### src/rtl/park_clark_sequencer.sv
// rtl/park_clark_sequencer.sv - inverse Park + inverse Clarke around one shared saturating multiplier
// Five sequenced multiplies per sample; results held in OUT until accepted downstream.
module park_clark_sequencer #(
  parameter int N       = 32,
  parameter int Q       = 18,
  parameter int SQRT3_2 = 227023
) (
  input  logic         clk,
  input  logic         rst_n,
  input  logic         in_valid,
  output logic         in_ready,
  input  logic [N-1:0] id,
  input  logic [N-1:0] iq,
  input  logic [N-1:0] ctheta,
  input  logic [N-1:0] stheta,
  output logic         out_valid,
  input  logic         out_ready,
  output logic [N-1:0] ia,
  output logic [N-1:0] ib,
  output logic [N-1:0] ic,
  output logic         ovf
);

  typedef enum logic [2:0] {IDLE, M0, M1, M2, M3, MK, OUT} state_t;

  localparam logic signed [N-1:0] MAXV = {1'b0, {(N-1){1'b1}}};
  localparam logic signed [N-1:0] MINV = {1'b1, {(N-1){1'b0}}};
  localparam logic signed [N-1:0] KSQ  = N'(SQRT3_2);

  state_t state, state_nx;
  logic   xfer;

  logic signed [N-1:0] id_r, iq_r, c_r, s_r;
  logic signed [N-1:0] acc_a, acc_b, ialpha, ibeta;
  logic                ovf_acc;

  logic signed [N-1:0]   mul_a, mul_b, p, as_res, h, ib_nx, nk, ic_nx;
  logic signed [2*N-1:0] prod, prod_sh;
  logic                  p_ovf, as_ovf, ib_ovf, nk_ovf, ic_ovf;

  // Returns {overflow, saturated x+y or x-y}.
  function automatic logic [N:0] sat_sum(input logic signed [N-1:0] x,
                                         input logic signed [N-1:0] y,
                                         input logic sub);
    logic signed [N:0] r;
    if (sub) r = {x[N-1], x} - {y[N-1], y};
    else     r = {x[N-1], x} + {y[N-1], y};
    if (r[N] != r[N-1]) return {1'b1, (r[N] ? MINV : MAXV)};
    return {1'b0, r[N-1:0]};
  endfunction

  function automatic logic [N:0] sat_neg(input logic signed [N-1:0] x);
    if (x == MINV) return {1'b1, MAXV};
    return {1'b0, -x};
  endfunction

  assign out_valid = (state == OUT);

  always_ff @(posedge clk or negedge rst_n) begin
    if (!rst_n) state <= IDLE;
    else        state <= state_nx;
  end

  always_comb begin
    state_nx = state;
    in_ready = (state == IDLE) | ((state == OUT) & out_ready);
    xfer     = in_valid & in_ready;
    case (state)
      IDLE:    if (xfer) state_nx = M0;
      M0:      state_nx = M1;
      M1:      state_nx = M2;
      M2:      state_nx = M3;
      M3:      state_nx = MK;
      MK:      state_nx = OUT;
      OUT:     if (out_ready) state_nx = in_valid ? M0 : IDLE;
      default: state_nx = IDLE;
    endcase
  end

  // Operand steering for the single multiplier.
  always_comb begin
    mul_a = '0;
    mul_b = '0;
    case (state)
      M0:      begin mul_a = c_r; mul_b = id_r;  end
      M1:      begin mul_a = s_r; mul_b = iq_r;  end
      M2:      begin mul_a = s_r; mul_b = id_r;  end
      M3:      begin mul_a = c_r; mul_b = iq_r;  end
      MK:      begin mul_a = KSQ; mul_b = ibeta; end
      default: ;
    endcase
  end

  always_comb begin
    prod    = $signed({{N{mul_a[N-1]}}, mul_a}) * $signed({{N{mul_b[N-1]}}, mul_b});
    prod_sh = prod >>> Q;
    p_ovf   = (prod_sh[2*N-1:N-1] != {(N+1){prod_sh[2*N-1]}});
    p       = p_ovf ? (prod_sh[2*N-1] ? MINV : MAXV) : prod_sh[N-1:0];

    {as_ovf, as_res} = sat_sum((state == M1) ? acc_a : acc_b, p, (state == M1));

    // In MK, p is kb; the Clarke outputs are formed on the MK->OUT edge.
    h                = ialpha >>> 1;
    {ib_ovf, ib_nx}  = sat_sum(p, h, 1'b1);
    {nk_ovf, nk}     = sat_neg(p);
    {ic_ovf, ic_nx}  = sat_sum(nk, h, 1'b1);
  end

  always_ff @(posedge clk or negedge rst_n) begin
    if (!rst_n) begin
      id_r    <= '0;
      iq_r    <= '0;
      c_r     <= '0;
      s_r     <= '0;
      acc_a   <= '0;
      acc_b   <= '0;
      ialpha  <= '0;
      ibeta   <= '0;
      ovf_acc <= 1'b0;
      ia      <= '0;
      ib      <= '0;
      ic      <= '0;
      ovf     <= 1'b0;
    end else begin
      if (xfer) begin
        id_r    <= id;
        iq_r    <= iq;
        c_r     <= ctheta;
        s_r     <= stheta;
        ovf_acc <= 1'b0;
      end
      case (state)
        M0: begin
          acc_a   <= p;
          ovf_acc <= ovf_acc | p_ovf;
        end
        M1: begin
          ialpha  <= as_res;
          ovf_acc <= ovf_acc | p_ovf | as_ovf;
        end
        M2: begin
          acc_b   <= p;
          ovf_acc <= ovf_acc | p_ovf;
        end
        M3: begin
          ibeta   <= as_res;
          ovf_acc <= ovf_acc | p_ovf | as_ovf;
        end
        MK: begin
          ia  <= ialpha;
          ib  <= ib_nx;
          ic  <= ic_nx;
          ovf <= ovf_acc | p_ovf | ib_ovf | nk_ovf | ic_ovf;
        end
        default: ;
      endcase
    end
  end

endmodule

### config.mk
export PLATFORM = sky130hd
export DESIGN_NAME = park_clark_sequencer
export DESIGN_NICKNAME = d
export VERILOG_FILES = /design/src/rtl/park_clark_sequencer.sv
export SDC_FILE = /design/constraint.sdc
export NUM_CORES = 2
export LEC_CHECK = 0
export BUFFER_PORTS_ARGS = -buffer_cell sky130_fd_sc_hd__buf_2
export CORE_MARGIN = 2
export CORE_UTILIZATION = 37
export CTS_CLUSTER_SIZE = 40
export DETAILED_ROUTE_END_ITERATION = 8
export PLACE_DENSITY_LB_ADDON = 0.15
export SLEW_MARGIN = 20
export SYNTH_ARGS = -nofsm -noshare
export SYNTH_HDL_FRONTEND = slang
export SYNTH_SLANG_ARGS = --single-unit
### constraint.sdc
create_clock -name clk -period 19.4 [get_ports clk]
set_input_delay 3.88 -clock clk [delete_from_list [all_inputs] [get_ports clk]]
set_output_delay 3.88 -clock clk [all_outputs]
set_load 0.01 [all_outputs]
==> impl_metrics.py <==
metrics = {
    "placement": {
        "port_buffers": 230,
        "dp.cells": 8464,
        "place.gp.congestion": 0.953,
        "dpl.hpwl_um": 171000,
    },
    "clock_network": {
        "cts_root_buffer": "clkbuf_16",
        "cts_tree": "yes",
        "clkTransAtPathRegs_ns": 0.07,
        "htreeDepth": 2,
        "numClockSinks": 357,
        "ctsHoldBuffers": 0,
        "clkLatencyLatePin_ns": 0.62,
        "cts_buffer_depth": 3,
        "cts-buffers-inserted": 41,
    },
    "synthesis": {
        "syn-cell-area_sq_mm": 0.0566,
        "synth_edf_count": 0,
        "syn_inst": 6373,
        "synth_seq_cells": 357,
        "ys_warn_count": 0,
        "synthTopCellsByArea": "fa_1, dfrtp_1, inv_1",
        "syn_avg_cell_area_sq_um": 8.88,
        "synth_top_area_cell": "fa_1",
        "synth_top_area_share": 0.383,
        "ys_async_sr_fraction": 1.00,
        "synth_ff_type": "dfrtp_1",
        "synth.net_count": 7870,
        "yosysSeqAreaShare": 0.158,
        "yosys.cell_types.count": 86,
    },
    "detailed_routing": {
        "drtIter0Drc": 3858,
        "routedWlPerCell_um": 24.5,
        "via_per_inst": 5.34,
        "first_pass_iters": 6,
        "drtAntennaViolNets": 0,
        "wirelength_um": 209000,
        "via_count": 45700,
        "drc": 0,
    },
    "worst_setup_path": {
        "r2r-start": "state[2]",
        "path_common_cell": "fa_1",
        "ff2ff_setup_slack_ns": 1.06,
        "critical_path_required_ns": 19.94,
        "critPathCaptureType": "flop",
        "cp.arrival_ns": 18.87,
        "reg2reg_to": "ic[15]",
        "crit_type": "flop to flop",
        "slowest_stage": "a22oi_1",
        "cp-start-kind": "flop",
        "path_max_fanout": 33,
        "rr_worst_depth": 62,
        "slowest_delay_ns": 0.73,
    },
    "sta": {
        "finalSetupViolCount": 0,
        "finClkSkew_ns": 0.0772,
        "maxSlewHeadroom": 0.237,
        "period_share": 0.945,
        "worst_slew_pin_slew_ns": 1.14,
        "min_period_ns": 18.34,
        "slew_viol_final": 0,
        "fmax_mhz": 54.5,
        "holdWs_ns": 0.476,
        "finalHoldViolations": 0,
    },
    "floorplanning": {
        "start_util": 0.373,
        "core_area_sq_mm": 0.152,
        "io_pins": 231,
        "dieArea_sq_mm": 0.156,
        "num_rows": 143,
        "die_w_um": 395,
        "die_h_um": 395,
    },
    "layout": {
        "regArea_sq_mm": 0.00894,
        "final_layout_size_suffix_gt1_frac": 0.106,
        "instances_no_fill": 8554,
        "multiInputGateArea_sq_mm": 0.0426,
        "nets": 7987,
        "nFillCells": 15400,
        "synthToLayoutAreaGrowth_pct": 9.71,
    },
    "global_route": {
        "grt_pass1_vias": 47100,
        "grt_pass1_wl_um": 314000,
        "grt_antenna_before_repair": 5,
        "grt_max_degree": 144,
        "grtUsageTotal": 0.270,
        "grt_overflow": 0,
    },
    "job": {
        "maxCapViolations": 0,
    },
    "min_path": {
        "worstHoldEndpoint": "ia[7]",
        "hold_start": "ia[7]",
        "holdPathStages": 2,
        "hp-class": "flop to flop",
    },
    "status": {
        "status": "completed",
    },
}
[cell families (layout without fill, tap and decap cells)]
family                     count (synthesis)  after routing  synth area share
and+or+nand+nor                         1979           1981             0.144
buffers and inverters                   1416           1562            0.0945
adders and majority gates               1371           1371             0.447
AOI/OAI and AO/OA                        952            952             0.106
DFF                                      357            357             0.158
xor gates and xnor gates                 180            180            0.0279
muxes                                    118            118            0.0233
other                                      0              3                 0
[registers in the layout, indices dropped and copies added, names as in the netlist]
signal and count:
acc_a 32, acc_b 32, c_r 32, ia 32
ialpha 32, ib 32, ibeta 32, ic 32
id_r 32, iq_r 32, s_r 32, state 3
ovf 1, ovf_acc 1
[metal layers]
metal	vias up	track usage	routed length, um
li1	20000	-	-
met1	23700	0.379	90600
met5	-	0	13
met3	305	0.0416	15000
met4	2	0.0765	7270
met2	1687	0.432	96400
[cells in the final DEF (no fill, tap or decap), drive strengths merged, types with 56 or more instances in the layout]
cell type | synthesis | final
inv | 1085 | 1087
fa | 1084 | 1084
nand2 | 995 | 995
nor2 | 692 | 693
buf | 30 | 403
dfrtp | 357 | 357
o21ai | 311 | 311
ha | 281 | 281
a21oi | 225 | 225
xnor2 | 124 | 124
mux2 | 108 | 108
xor2 | 56 | 56
[cell usage after synthesis (all sizes together) (10+ instances only)]
cell / count
o22ai: 18
or3: 18
mux2: 108
o22a: 11
nor2b: 24
o21bai: 18
a21oi: 225
o31ai: 10
o21a: 52
buf: 30
xnor2: 124
xor2: 56
nor3: 46
clkbuf: 301
a22oi: 53
a31oi: 24
or2: 19
nor4: 12
o211ai: 34
a21o: 50
a211oi: 22
nand2: 995
nand2b: 29
a2111oi: 10
nand3: 43
and3: 22
o21ai: 311
and2: 32
a22o: 43
mux2i: 10
inv: 1085
ha: 281
nor2: 692
fa: 1084
nand4: 19
dfrtp: 357
[critical path: cells and delay by family, from the launching register on]
family | cells | cell delay (ns)
AND/OR/NAND/NOR | 14 | 3.17
adder cells (fa/ha/maj) | 12 | 5.20
flip-flops | 1 | 0.50
buffers and inverters | 9 | 1.60
XOR/XNOR | 2 | 0.72
AO/OA/AOI/OAI | 25 | 7.00
[stage by stage]
step / setup TNS (ns) / cell area, sq um / setup slack, ns / util
after floorplan: 0 / 56600 / 2.25 / -
after global placement: 0 / 60500 / 0.854 / 0.398
after detailed placement: 0 / 60500 / 0.397 / 0.398
after CTS: 0 / 61900 / 0.339 / 0.407
after global routing: -0.0932 / 62100 / -0.0260 / 0.409
final: 0 / 62100 / 1.06 / 0.409
[area by class of cell]
class	count	share of cell area
inverters	1085	0.0656
repair buffers	403	0.0414
clock inverters	19	0.00405
flip-flops and latches	357	0.144
clock buffers	55	0.0182
diodes	3	0.000121
well taps	2030	0.0409
multi-input cells	4602	0.686
[worst max-delay path by stage]
stage	start	end	slack, ns	cells after the start
floorplan	state[0]	ic[0]	2.25	71
CTS	state[0]	ic[21]	0.34	65
finish	state[2]	ic[15]	1.06	62
detailed placement	state[0]	ic[15]	0.40	65
global placement	state[0]	ic[6]	0.85	65
global route	state[1]	ic[16]	-0.03	63
[what timing repair did]
item	CTS	global route
buffers inserted	0	11
endpoints found under the setup margin	0	33
resized for setup	0	36
Power is left out: the tool's default activity adds up to more than one toggle a clock period on the data nets, which glitch-free logic cannot reach.
